<file path="config.mk">
export PLATFORM = sky130hd
export DESIGN_NAME = noc_port_fifo
export DESIGN_NICKNAME = d
export VERILOG_FILES = /design/src/rtl/noc_pkg.sv /design/src/rtl/noc_fifo_mem.sv /design/src/rtl/noc_port_fifo.sv
export SDC_FILE = /design/constraint.sdc
export NUM_CORES = 1
export LEC_CHECK = 0
export CORE_AREA = 2 2 95 97
export DETAILED_ROUTE_END_ITERATION = 10
export DIE_AREA = 0 0 97 99
export DONT_BUFFER_PORTS = 1
export PLACE_DENSITY = 0.5
export REMOVE_ABC_BUFFERS = 1
export SLEW_MARGIN = 20
export SYNTH_ARGS = -nofsm -noshare
export SYNTH_HDL_FRONTEND = slang
export SYNTH_SLANG_ARGS = --single-unit
</file>
<file path="constraint.sdc">
create_clock -name clk -period 3.28 [get_ports clk]
set_input_delay 0.492 -clock clk [delete_from_list [all_inputs] [get_ports clk]]
set_output_delay 0.492 -clock clk [all_outputs]
set_load 0.005 [all_outputs]
</file>
<file path="src/rtl/noc_pkg.sv">
// rtl/noc_pkg.sv - shared NoC router constants and width helper
package noc_pkg;

    localparam int FLIT_W       = 8;
    localparam int FIFO_DEPTH   = 8;
    // Router derives each port's almost_full threshold as depth minus this margin
    localparam int AFULL_MARGIN = 2;

    // Smallest r with 2**r >= v; usable in constant expressions
    function automatic int clog2(input int v);
        int r;
        r = 0;
        for (int i = 0; i < 31; i++) begin
            if ((1 << i) < v) begin
                r = i + 1;
            end
        end
        return r;
    endfunction

endpackage

</file>
<file path="src/rtl/noc_fifo_mem.sv">
// rtl/noc_fifo_mem.sv - DEPTHxDATA_W dual-port register array, sync write, registered read
// Ports: clk, rst (clears only the read register), wr_en/wr_addr/wr_data,
//        rd_en/rd_addr, rd_data (holds when rd_en=0)
module noc_fifo_mem
    import noc_pkg::*;
#(
    parameter int DATA_W = FLIT_W,
    parameter int DEPTH  = FIFO_DEPTH,
    localparam int ADDR_W = clog2(DEPTH)
) (
    input  logic              clk,
    input  logic              rst,
    input  logic              wr_en,
    input  logic [ADDR_W-1:0] wr_addr,
    input  logic [DATA_W-1:0] wr_data,
    input  logic              rd_en,
    input  logic [ADDR_W-1:0] rd_addr,
    output logic [DATA_W-1:0] rd_data
);

    logic [DATA_W-1:0] mem [DEPTH];

    // Storage is intentionally never reset
    always_ff @(posedge clk) begin
        if (wr_en) begin
            mem[wr_addr] <= wr_data;
        end
    end

    // Same-address read/write returns the old word (only happens when full)
    always_ff @(posedge clk) begin
        if (rst) begin
            rd_data <= '0;
        end else if (rd_en) begin
            rd_data <= mem[rd_addr];
        end
    end

endmodule

</file>
<file path="src/rtl/noc_port_fifo.sv">
// rtl/noc_port_fifo.sv - NoC router input-port flit FIFO with status and sticky error flags
// Ports: clk, rst (sync, active-high); write/data_in enqueue; read dequeue;
//        data_out/rd_valid registered head flit one cycle after an accepted read;
//        count/full/empty/almost_full occupancy status; overflow/underflow sticky
//        errors cleared by clr_err
module noc_port_fifo
    import noc_pkg::*;
#(
    parameter int DATA_W   = FLIT_W,
    parameter int DEPTH    = FIFO_DEPTH,
    parameter int AFULL_TH = DEPTH - AFULL_MARGIN,
    localparam int CNT_W   = clog2(DEPTH + 1)
) (
    input  logic              clk,
    input  logic              rst,
    input  logic              write,
    input  logic [DATA_W-1:0] data_in,
    input  logic              read,
    output logic [DATA_W-1:0] data_out,
    output logic              rd_valid,
    output logic [CNT_W-1:0]  count,
    output logic              full,
    output logic              empty,
    output logic              almost_full,
    output logic              overflow,
    output logic              underflow,
    input  logic              clr_err
);

    localparam int PTR_W = clog2(DEPTH);

    logic [PTR_W-1:0] wr_ptr;
    logic [PTR_W-1:0] rd_ptr;
    logic             wr_acc;
    logic             rd_acc;

    // Status decoded straight from the registered count: no lag behind count
    assign full        = (count == CNT_W'(DEPTH));
    assign empty       = (count == '0);
    assign almost_full = (count >= CNT_W'(AFULL_TH));

    // A write at full is only taken when a read frees the head slot this cycle.
    // No bypass: on empty, a coincident read is rejected.
    assign rd_acc = read & ~empty;
    assign wr_acc = write & (~full | rd_acc);

    noc_fifo_mem #(
        .DATA_W (DATA_W),
        .DEPTH  (DEPTH)
    ) u_mem (
        .clk     (clk),
        .rst     (rst),
        .wr_en   (wr_acc & ~rst),
        .wr_addr (wr_ptr),
        .wr_data (data_in),
        .rd_en   (rd_acc & ~rst),
        .rd_addr (rd_ptr),
        .rd_data (data_out)
    );

    always_ff @(posedge clk) begin
        if (rst) begin
            wr_ptr    <= '0;
            rd_ptr    <= '0;
            count     <= '0;
            rd_valid  <= 1'b0;
            overflow  <= 1'b0;
            underflow <= 1'b0;
        end else begin
            // Pointers roll over naturally since DEPTH is a power of two
            if (wr_acc) begin
                wr_ptr <= wr_ptr + 1'b1;
            end
            if (rd_acc) begin
                rd_ptr <= rd_ptr + 1'b1;
            end
            rd_valid <= rd_acc;

            if (wr_acc && !rd_acc) begin
                count <= count + CNT_W'(1);
            end else if (rd_acc && !wr_acc) begin
                count <= count - CNT_W'(1);
            end

            // A new error event beats a coincident clear
            if (write && !wr_acc) begin
                overflow <= 1'b1;
            end else if (clr_err) begin
                overflow <= 1'b0;
            end
            if (read && empty) begin
                underflow <= 1'b1;
            end else if (clr_err) begin
                underflow <= 1'b0;
            end
        end
    end

endmodule

</file>
* Yosys cells after proc, flatten, opt, wreduce, memory -nomap -nowiden
Memory sizes are Yosys's and may differ from the RTL's. A register that Yosys moved wholly into a read port is not among the register bits.
Cells that the tools add are included.
** Cells by class
- Add/subtract/negate cells :: 4
- $mul :: 0
- Div/mod/pow operators :: 0
- Order comparisons :: 1
- Equal/unequal tests :: 1
- Shift-type cells :: 0
- Muxes and demuxes :: 7
- Bitwise operators :: 8
- Reductions and logical operators :: 10
** Operators with widths (count)
- $mux W4 :: 2
- $add A3 B1 Y3 const B :: 2
- $reduce_bool A2 Y1 :: 3
- $mux W1 :: 5
- $add A4 B1 Y4 const B :: 1
- $and A1 B1 Y1 :: 4
- $eq A4 B4 Y1 const B :: 1
- $ge A4 B3 Y1 const B :: 1
- $logic_and A1 B1 Y1 :: 4
- $logic_not A4 Y1 :: 1
- $sub A4 B1 Y4 const B :: 1
- $not A1 Y1 :: 3
- $logic_not A1 Y1 :: 2
- $or A1 B1 Y1 :: 1
** Storage, ports and cells
- Register bits :: 13
- Bits in latches :: 0
- RAM bits :: 64
- Memory bits (read-only) :: 0
- Output and inout bits :: 18
- Memories kept :: 1
** Memories
- u_mem.mem :: depth 8, bits a word 8, rd ports 1, clocked after memory_dff 1, wr ports 1, line noc_fifo_mem.sv:21 : logic [DATA_W-1:0] mem [DEPTH];

* Logic depth before layout (Yosys ltp)
Gate-level depths: netlist (run 1).
- Word-level depth :: 9
- Gate-level depth with buffers :: 10
- Gate-level depth less buffers :: 10

* Modules after synthesis
Synthesis (run 1) repeated with hierarchy kept, for this count alone.
** Unflattened totals
- Cell total of the unflattened synthesis :: 232
- Area total of the unflattened synthesis :: 3468.3 µm²
** Modules (own cells, without submodules)
- noc_fifo_mem :: instances 1, cells each 162, area each 2812.7 µm², sequential area each 2082.0 µm²
- noc_port_fifo :: instances 1, cells each 70, area each 655.6 µm², sequential area each 260.2 µm²

* Least setup slack after synthesis (run 1)
OpenSTA, ideal clock, no wires.
- Path type :: register to register
- Start point :: reg count[0]
- End point :: reg count[3]
- Setup time :: 121 ps
- Arrival :: 2550 ps
- Required time :: 3159 ps
- Setup slack :: 609 ps
- Stages on the path, launching flop included :: 11
- Buffers on the path :: 0
- Cells stage by stage :: dfxtp_1 > or4b_4 > o21ai_4 > inv_2 > ha_1 > inv_1 > ha_1 > a21oi_1 > a211oi_1 > a31oi_1 > mux2_2
** Between the ends
- Longest elaborated chain between the ends :: 8
- Elaborated cells on any way between the ends :: 16
- Classes of those cells :: add/sub (2); eq/ne (1); mux (2); bitwise (5); reduce/logical (6)
** RTL lines
- start: declaration :: line noc_port_fifo.sv:21 : output logic [CNT_W-1:0] count,
- start signal: assignment :: line noc_port_fifo.sv:80 : count <= count + CNT_W'(1);
- start signal: assignment :: line noc_port_fifo.sv:82 : count <= count - CNT_W'(1);
- $logic_not A4 Y1 :: line noc_port_fifo.sv:39 : assign empty = (count == '0);
- $not A1 Y1 :: line noc_port_fifo.sv:44 : assign rd_acc = read & ~empty;
- $and A1 B1 Y1 :: line noc_port_fifo.sv:44
- $or A1 B1 Y1 :: line noc_port_fifo.sv:45 : assign wr_acc = write & (~full | rd_acc);
- $and A1 B1 Y1 :: line noc_port_fifo.sv:45
- $logic_not A1 Y1 :: line noc_port_fifo.sv:81 : end else if (rd_acc && !wr_acc) begin
- $logic_and A1 B1 Y1 :: line noc_port_fifo.sv:81
- $reduce_bool A2 Y1 (no line)
Several ways; a longest one is shown, not always the timed one. The select of a mux whose other input is x is not followed.
A chain may end at the register's enable or synchronous reset.

* Worst setup path after layout (run 1)
Ends and elaborated chain as after synthesis.

==> metrics, run 1 <==
placed cells=314; Comb power frac=0.227; Avg Cell Area, Syn=16.20 um2; f_max=341.8 MHz; Final Instance Area=3669 um2; Fin. Hold Viols=0; proportion of synthesized area in mux cells=0.1173; sequential element share of the synthesized area=0.7016; Reg power frac=0.525; Residual DRC=0; cell row count=34; HPWL after detailed placement=4064 um; H-tree lvl count=3; Hold Path Class=in -> reg; cts repair resizes=0; post-synth top area share=0.5757; NetSw=757.3 uW; First DRT Iteration DRCs=105; clock tree buffer depth=2; core footprint=8551 um2; clk root buf=clkbuf_8; Worst Hold Depth=1; CTS clock-pin slew for the worst setup and hold paths=0.08 ns; Layout Cells excl Fill=330; crit share post-route=0.8920; warnings from Yosys=0; Static Leak=0.001207 uW; vias in the first global route=1,780; PD cells=706.5 nW/um2; die height=99 um; Slew Limit Fails=0; Reg2Reg Depth=10; Area contributors post-synth=edfxtp_1 (58%), dfxtp_1 (13%), mux4_2 (11%), nor2_1 (3.3%), ha_1 (1.9%); Crit. End Element=register; antenna-violating nets left=0; I/O Buffers=0; Top FF cell, synth=edfxtp_1; shortest period the worst path allows=2.926 ns; Slew @ Worst Pin=0.9025 ns; Post-synth EDFFs=64; complex-gate fraction of the synthesized area=0.03936; Syn Inst Count=206; combinational family with the most area after synthesis=multiplexers; CTS sink cnt=85; Initial Utilization=0.3904; final wirelength=6442 um; end of the worst hold path=overflow; clock latency on the worst-skew pair=0.34 ns; post-synthesis adder-cell area fraction=0.02474; vias per inst=5.245; Hold Crit Start=rst; GR Util All Layers=0.1403; Crit Path Class=reg -> reg; # IOs=31; die footprint=9603 um2; CP max FO=7; share of synthesized registers carrying an async set or reset=0; reg-to-reg startpoint=count[0]; Routed wire per std cell=19.52 um; Peak VDD IR=227.9 uV; Clock Power Share=0.248; post-synthesis xor/xnor area fraction=0.01799; TNS Setup=0 ns; share of cells above drive strength 1=0.2117; CTS tree=built; Detailed Routing Iterations Pass 1=4; Req. time, crit path=3.52 ns; postcts setup bufs=0; Worst slew margin=0.3975; Area growth, synth to finish=9.895%; P_int=1834 uW; Post-Syn Area=3338 um2; # Max-Cap Violations=0; capturing point of the worst reg2reg path=count[3]; post-synth cell types=36; cts bufs inserted=9; hold buffers post-CTS=0; first-pass GRT wire length=9915 um; Diodes inserted=0; Worst Clk Skew=0.01147 ns; count of final setup violators=0; Yosys top cell by area=edfxtp_1; switching share of power=0.2922; dpl cell area=3495 um2; startpoint types=register; simple-gate share of the synthesized area=0.07834; CP Data Arrival Time=3.16 ns; Synth Register Bits=85; Reg2Reg Setup Slack=0.35 ns; Die W=97 um; status=finished clean; unrepaired setup endpoints after global routing=false; largest net degree at the start of global routing=27; Overflow after GRT=0; Nets=236; via count=1,731; initial antenna violation count=0; RePlAce Congestion=0.8020
[synth_stat cells, drive strengths merged (2+ instances only)]
library cell   n
nor2          29
a21oi          5
nand2          7
buf            5
clkbuf         5
nor3          12
xnor2          3
nor2b          3
inv            4
mux4          16
mux2i          2
dfxtp         21
edfxtp        64
ha             5
xor2           3
o22ai          8
[cells in the final DEF (no fill, tap or decap), types with 2 or more instances in the layout]
master,n
nand2_1,6
a21oi_1,5
edfxtp_1,64
inv_1,3
nor3_1,12
inv_6,2
xor2_1,3
mux4_2,16
buf_4,10
clkbuf_8,9
clkinvlp_4,2
dfxtp_1,21
nor2_1,29
ha_1,5
xnor2_1,2
mux2i_1,2
nor2b_1,3
o22ai_1,8
[stage by stage]
| stage | setup slack, ns | hold slack [ns] | total power, uW | util |
|---|---|---|---|---|
| 2_1_floorplan | 0.6128 | 0.4802 | 1823 | - |
| 3_3_place_gp | 0.5190 | 0.5048 | 1958 | 0.4087 |
| 3_5_place_dp | 0.3786 | 0.5010 | 1987 | 0.4087 |
| 4_1_cts | 0.3628 | 0.1911 | 2638 | 0.4290 |
| 5_1_grt | 0.1685 | 0.1889 | 2754 | 0.4290 |
| 6_report | 0.3542 | 0.2128 | 2592 | 0.4290 |
[state kept, by name (all words and copies together) (netlist names)]
name / count
rd_valid: 1
wr_ptr: 3
u_mem.mem: 64
rd_ptr: 3
u_mem.rd_data: 8
count: 4
overflow: 1
underflow: 1
[cell families after synthesis]
logic type | count (synthesis)
flops | 85
buf+inv | 14
xor+xnor | 6
fa+ha+maj | 6
compound gates | 19
mux | 19
simple gates | 57
[worst max-delay path by stage]
| stage | from | endpoint | slack [ns] |
|---|---|---|---|
| floorplan | count[0] | count[3] | 0.61 |
| CTS | count[0] | count[3] | 0.36 |
| detailed placement | count[0] | count[3] | 0.38 |
| global route | count[3] | count[3] | 0.17 |
| global placement | count[0] | count[3] | 0.52 |
| finish | count[0] | count[3] | 0.35 |
[cell type report]
cell class	count	area, um2
fill	754	4882
timing repair buffer	10	75.07
inverter	4	15.01
sequential	85	2342
clock buffer	10	127.6
clock inverter	6	46.29
multi-input combinational	107	927.1
tap	108	135.1
[critical path, cell delays in order (launching register included)]
cell,delay (ns)
dfxtp_1,0.41
or4b_4,0.62
o21ai_4,0.23
inv_2,0.10
ha_1,0.20
inv_1,0.13
ha_1,0.29
a21oi_1,0.22
a211oi_1,0.11
a31oi_1,0.17
mux2_2,0.35
[per-layer routing]
layer  vias up  wire [um]  GRT usage
li1        810          -          -
met1       865       2748     0.1747
met2        45       3243     0.2361
met3        11        342    0.03617
met4         0        108    0.05525
met5         -          0          0
[power groups by stage]
stage	Combinational (uW)	Clock, uW	Sequential, uW
2_1_floorplan	423	0	1400
3_5_place_dp	597	0	1390
6_report	587	644	1360
4_1_cts	600	674	1370
5_1_grt	658	718	1380
3_3_place_gp	578	0	1380
Note: power is estimated with default switching activity, not from simulation.
==> inputs of run 2 (changes only) <==
- PLACE_DENSITY: 0.5 -> not set
==> run 2 against run 1 <==
  * Clock power increased by 22%
  * Sequential power hardly changed
  * Largest power group unchanged
  * Global-route usage fell by 0.30 points
  * Critical endpoint unchanged
  * Total power grew 5.2%
==> metrics, run 2 (synthesis gave the netlist of run 1 again) <==
status=finished clean; postcts setup bufs=0; slowest CP cell=or4b_4; dpl ws=0.4506 ns; I/O Buffers=0; Nets=236; Reg power frac=0.499; Routed wire per std cell=18.59 um; Clock Power Share=0.287; unrepaired setup endpoints after global routing=false; f_max=350.9 MHz; CTS tree=built; Req. time, crit path=3.52 ns; Hold WS=0.2120 ns; TNS Setup=0 ns; Reg2Reg Depth=10; reg-to-reg startpoint=count[0]; vias per inst=5.155; Crit. End Element=register; Diodes inserted=0; Largest regs=u_mem.mem x64, u_mem.rd_data x8, count x4; startpoint types=register; Residual DRC=0; Total Power=2727 uW; initial antenna violation count=0; Static Leak=0.001224 uW; largest net degree at the start of global routing=27; Worst Clk Skew=0.007052 ns; cts bufs inserted=9; RePlAce Congestion=0.7516; Hold Path Class=in -> reg; capturing point of the worst reg2reg path=count[3]; clock latency on the worst-skew pair=0.34 ns; Fin. Hold Viols=0; clk root buf=clkbuf_8; NetSw=746.6 uW; first-pass GRT wire length=9763 um; Comb power frac=0.214; Biggest register=u_mem.mem; CTS clock-pin slew for the worst setup and hold paths=0.08 ns; crit path buf inv count=2; Hold Crit Start=rst; Initial Utilization=0.3904; CP top delay family=compound AO/OA/AOI/OAI gates; hold buffers post-CTS=0; crit-path cells=or4b_4 > o21ai_4 > inv_2 > ha_1 > inv_1 > ha_1 > a21oi_1 > a211oi_1 > a31oi_1 > mux2_2; Worst Hold Depth=1; final wirelength=6135 um; fillers=748; Worst slew margin=0.3672; CP max FO=7; CP most frequent cell=ha_1; count of final setup violators=0; Reg2Reg Setup Slack=0.43 ns; # IOs=31; PnR worst setup slack=0.4305 ns; clock tree buffer depth=2; end of the worst hold path=wr_ptr[0]; Area growth, synth to finish=11.13%; H-tree lvl count=3; PD cells=735.2 nW/um2; Detailed Routing Iterations Pass 1=4; Crit Path Class=reg -> reg; # Max-Cap Violations=0; Slew @ Worst Pin=0.9479 ns; die height=99 um; First DRT Iteration DRCs=136; CP Data Arrival Time=3.09 ns; die footprint=9603 um2; most common cell after layout, fill and taps aside=edfxtp_1; cts repair resizes=0; HPWL after detailed placement=3927 um; Slew Limit Fails=0; crit share post-route=0.8688; shortest period the worst path allows=2.850 ns; cell row count=34; switching share of power=0.2737; Largest stage delay, worst path=0.61 ns; GR Util All Layers=0.1373; Die W=97 um; vias in the first global route=1,702; Overflow after GRT=0; max FFs per register=64; commonest cells after routing, fill and taps aside=edfxtp_1 (64), nor2_1 (29), dfxtp_1 (21); Peak VDD IR=306.4 uV; P_int=1981 uW; share of cells above drive strength 1=0.2072; via count=1,701; CTS sink cnt=85; core footprint=8551 um2; antenna-violating nets left=0
run 2: cell types whose count changed in the layout (fill, tap and decap cells not counted):
cell,delta
clkinv_2,-1
inv_6,-2
bufinv_16,+2
clkinv_1,+1
run 2: metal layers:
metal | track usage | wire [um] | share of wire
met1 | 0.1732 | 2724 | 0.44
met2 | 0.2276 | 3074 | 0.50
met3 | 0.04894 | 298 | 0.049
met4 | 0.03575 | 37 | 0.0060
met5 | 0 | 0 | 0
run 2: worst max path at each step:
| stage | to | slack, ns | cells past startpoint | from |
|---|---|---|---|---|
| floorplan | count[3] | 0.61 | 10 | count[0] |
| global placement | count[3] | 0.47 | 10 | count[0] |
| detailed placement | count[3] | 0.45 | 10 | count[0] |
| CTS | count[3] | 0.44 | 10 | count[0] |
| global route | count[3] | 0.22 | 10 | count[0] |
| finish | count[3] | 0.43 | 10 | count[0] |
run 2: power by group through the flow:
| stage | combinational (uW) | clock [uW] | sequential [uW] |
|---|---|---|---|
| floorplan | 423 | 0 | 1400 |
| global placement | 583 | 0 | 1390 |
| detailed placement | 589 | 0 | 1390 |
| CTS | 593 | 805 | 1360 |
| global route | 652 | 860 | 1380 |
| finish | 583 | 784 | 1360 |
run 2: worst register-to-register path: stages (launching register included):
cell and delay [ns]:
dfxtp_1 0.40, or4b_4 0.61, o21ai_4 0.21, inv_2 0.10
ha_1 0.20, inv_1 0.13, ha_1 0.28, a21oi_1 0.20
a211oi_1 0.10, a31oi_1 0.17, mux2_2 0.35
run 2: through the flow:
step	std cells	utilization	area [um2]
after floorplan	196	-	3284
after global placement	314	0.4087	3495
after detailed placement	314	0.4087	3495
after CTS	330	0.4339	3710
after global routing	330	0.4339	3710
final	330	0.4339	3710
run 2: cell type report:
| class | instances | area (um2) | area share |
|---|---|---|---|
| Clock inverter | 6 | 87.58 | 0.02361 |
| Inverter | 4 | 15.01 | 0.004047 |
| Clock buffer | 10 | 127.6 | 0.03440 |
| Multi-Input combinational cell | 107 | 927.1 | 0.2499 |
| Sequential cell | 85 | 2342 | 0.6314 |
| Timing Repair Buffer | 10 | 75.07 | 0.02024 |
| Tap cell | 108 | 135.1 | 0.03643 |
==> inputs of run 3 (changes only) <==
- CTS_BUF_LIST: not set -> sky130_fd_sc_hd__clkbuf_4 sky130_fd_sc_hd__clkbuf_8 sky130_fd_sc_hd__clkbuf_16
==> run 3 against run 2 <==
  * Worst hold slack barely moved
  * Total power increased by 0.25%
  * Largest cell class unchanged
  * Design area grew 0.10%
  * Clock skew about the same
  * Worst setup slack hardly changed
  * Core utilization is essentially flat
  * Fmax about the same
  * Combinational power hardly changed
  * Critical path type unchanged
  * Cell count unchanged
  * Sequential power hardly changed
  * First-iteration DRC count is 4.4% higher
==> metrics, run 3 (synthesis gave the netlist of run 1 again) <==
f_max=350.9 MHz; Largest stage delay, worst path=0.61 ns; Area growth, synth to finish=11.24%; Hold Path Class=in -> reg; CP max FO=7; Routed wire per std cell=18.61 um; cts bufs inserted=9; Diodes inserted=0; fillers=745; Static Leak=0.001227 uW; die footprint=9603 um2; CP most frequent cell=ha_1; antenna-violating nets left=0; Die W=97 um; Worst Clk Skew=0.006555 ns; sequential standard cell area=2342 um2; Detailed Routing Iterations Pass 1=4; final wirelength=6141 um; crit path buf inv count=2; # Max-Cap Violations=0; largest net degree at the start of global routing=27; TNS Setup=0 ns; Initial Utilization=0.3904; RePlAce Congestion=0.7516; core footprint=8551 um2; PD cells=736.3 nW/um2; Overflow after GRT=0; clk root buf=clkbuf_8; commonest cells after routing, fill and taps aside=edfxtp_1 (64), nor2_1 (29), dfxtp_1 (21); clock latency on the worst-skew pair=0.34 ns; die height=99 um; cell row count=34; Req. time, crit path=3.52 ns; Biggest register=u_mem.mem; I/O Buffers=0; status=finished clean; vias per inst=5.200; CTS sink cnt=85; slowest CP cell=or4b_4; crit-path cells=or4b_4 > o21ai_4 > inv_2 > ha_1 > inv_1 > ha_1 > a21oi_1 > a211oi_1 > a31oi_1 > mux2_2; first-pass GRT wire length=9763 um; First DRT Iteration DRCs=142; startpoint types=register; Fin. Hold Viols=0; Worst slew margin=0.3633; count of final setup violators=0; shortest period the worst path allows=2.849 ns; crit share post-route=0.8687; H-tree lvl count=3; unrepaired setup endpoints after global routing=false; area of the multi-input gates=927.1 um2; Crit Path Class=reg -> reg; share of cells above drive strength 1=0.2117; Nets=236; CTS tree=built; max FFs per register=64; postcts setup bufs=0; CTS clock-pin slew for the worst setup and hold paths=0.08 ns; Largest regs=u_mem.mem x64, u_mem.rd_data x8, count x4; Crit. End Element=register; Slew Limit Fails=0; HPWL after detailed placement=3927 um; # IOs=31; initial antenna violation count=0; via count=1,716; vias in the first global route=1,702; GR Util All Layers=0.1373; cts repair resizes=0; post-route core utilization=0.4343; clock tree buffer depth=2; Residual DRC=0; CP Data Arrival Time=3.09 ns; Peak VDD IR=305.6 uV; most common cell after layout, fill and taps aside=edfxtp_1; Total Power=2734 uW; CP top delay family=compound AO/OA/AOI/OAI gates; hold buffers post-CTS=0; Slew @ Worst Pin=0.9538 ns
## run 3: path summary, 6_finish.rpt
kind	start	endpoint	slack, ns	cells past startpoint
max	count[0]	count[3]	0.43	10
min	rst	wr_ptr[0]	0.21	1
max reg2reg	count[0]	count[3]	0.43	10
min reg2reg	u_mem.rd_data[3]	u_mem.rd_data[3]	0.51	2
## run 3: layer usage
| layer | global-route usage | wire, um |
|---|---|---|
| met1 | 0.1731 | 2698 |
| met2 | 0.2276 | 3105 |
| met3 | 0.04894 | 300 |
| met4 | 0.03575 | 37 |
| met5 | 0 | 0 |
## run 3: area by class of cell
cell class	instances	area share
Clock inverter	6	0.02358
Sequential cell	85	0.6307
Tap cell	108	0.03639
Clock buffer	10	0.03538
Timing Repair Buffer	10	0.02022
Inverter	4	0.004043
Multi-Input combinational cell	107	0.2497
## run 3: worst register-to-register path: cells and delay by family (launching register included)
kind                     cells  cell delay, ns
AO/OA/AOI/OAI                4            0.68
adder cells (fa/ha/maj)      2            0.48
buffers and inverters        2            0.23
flip-flops                   1            0.40
multiplexers                 1            0.35
AND/OR/NAND/NOR              1            0.61
## run 3: report_power, final
group | internal, uW | switching, uW | total, uW
combinational | 301 | 281 | 582
sequential | 1250 | 109 | 1360
clock | 436 | 355 | 791
## run 3: stage by stage
| stage | cell area [um2] | hold WS [ns] | worst slack, ns | std cells |
|---|---|---|---|---|
| floorplan | 3284 | 0.4802 | 0.6128 | 196 |
| global placement | 3495 | 0.5027 | 0.4727 | 314 |
| detailed placement | 3495 | 0.5044 | 0.4506 | 314 |
| CTS | 3714 | 0.1948 | 0.4357 | 330 |
| global route | 3714 | 0.1815 | 0.2209 | 330 |
| finish | 3714 | 0.2119 | 0.4305 | 330 |
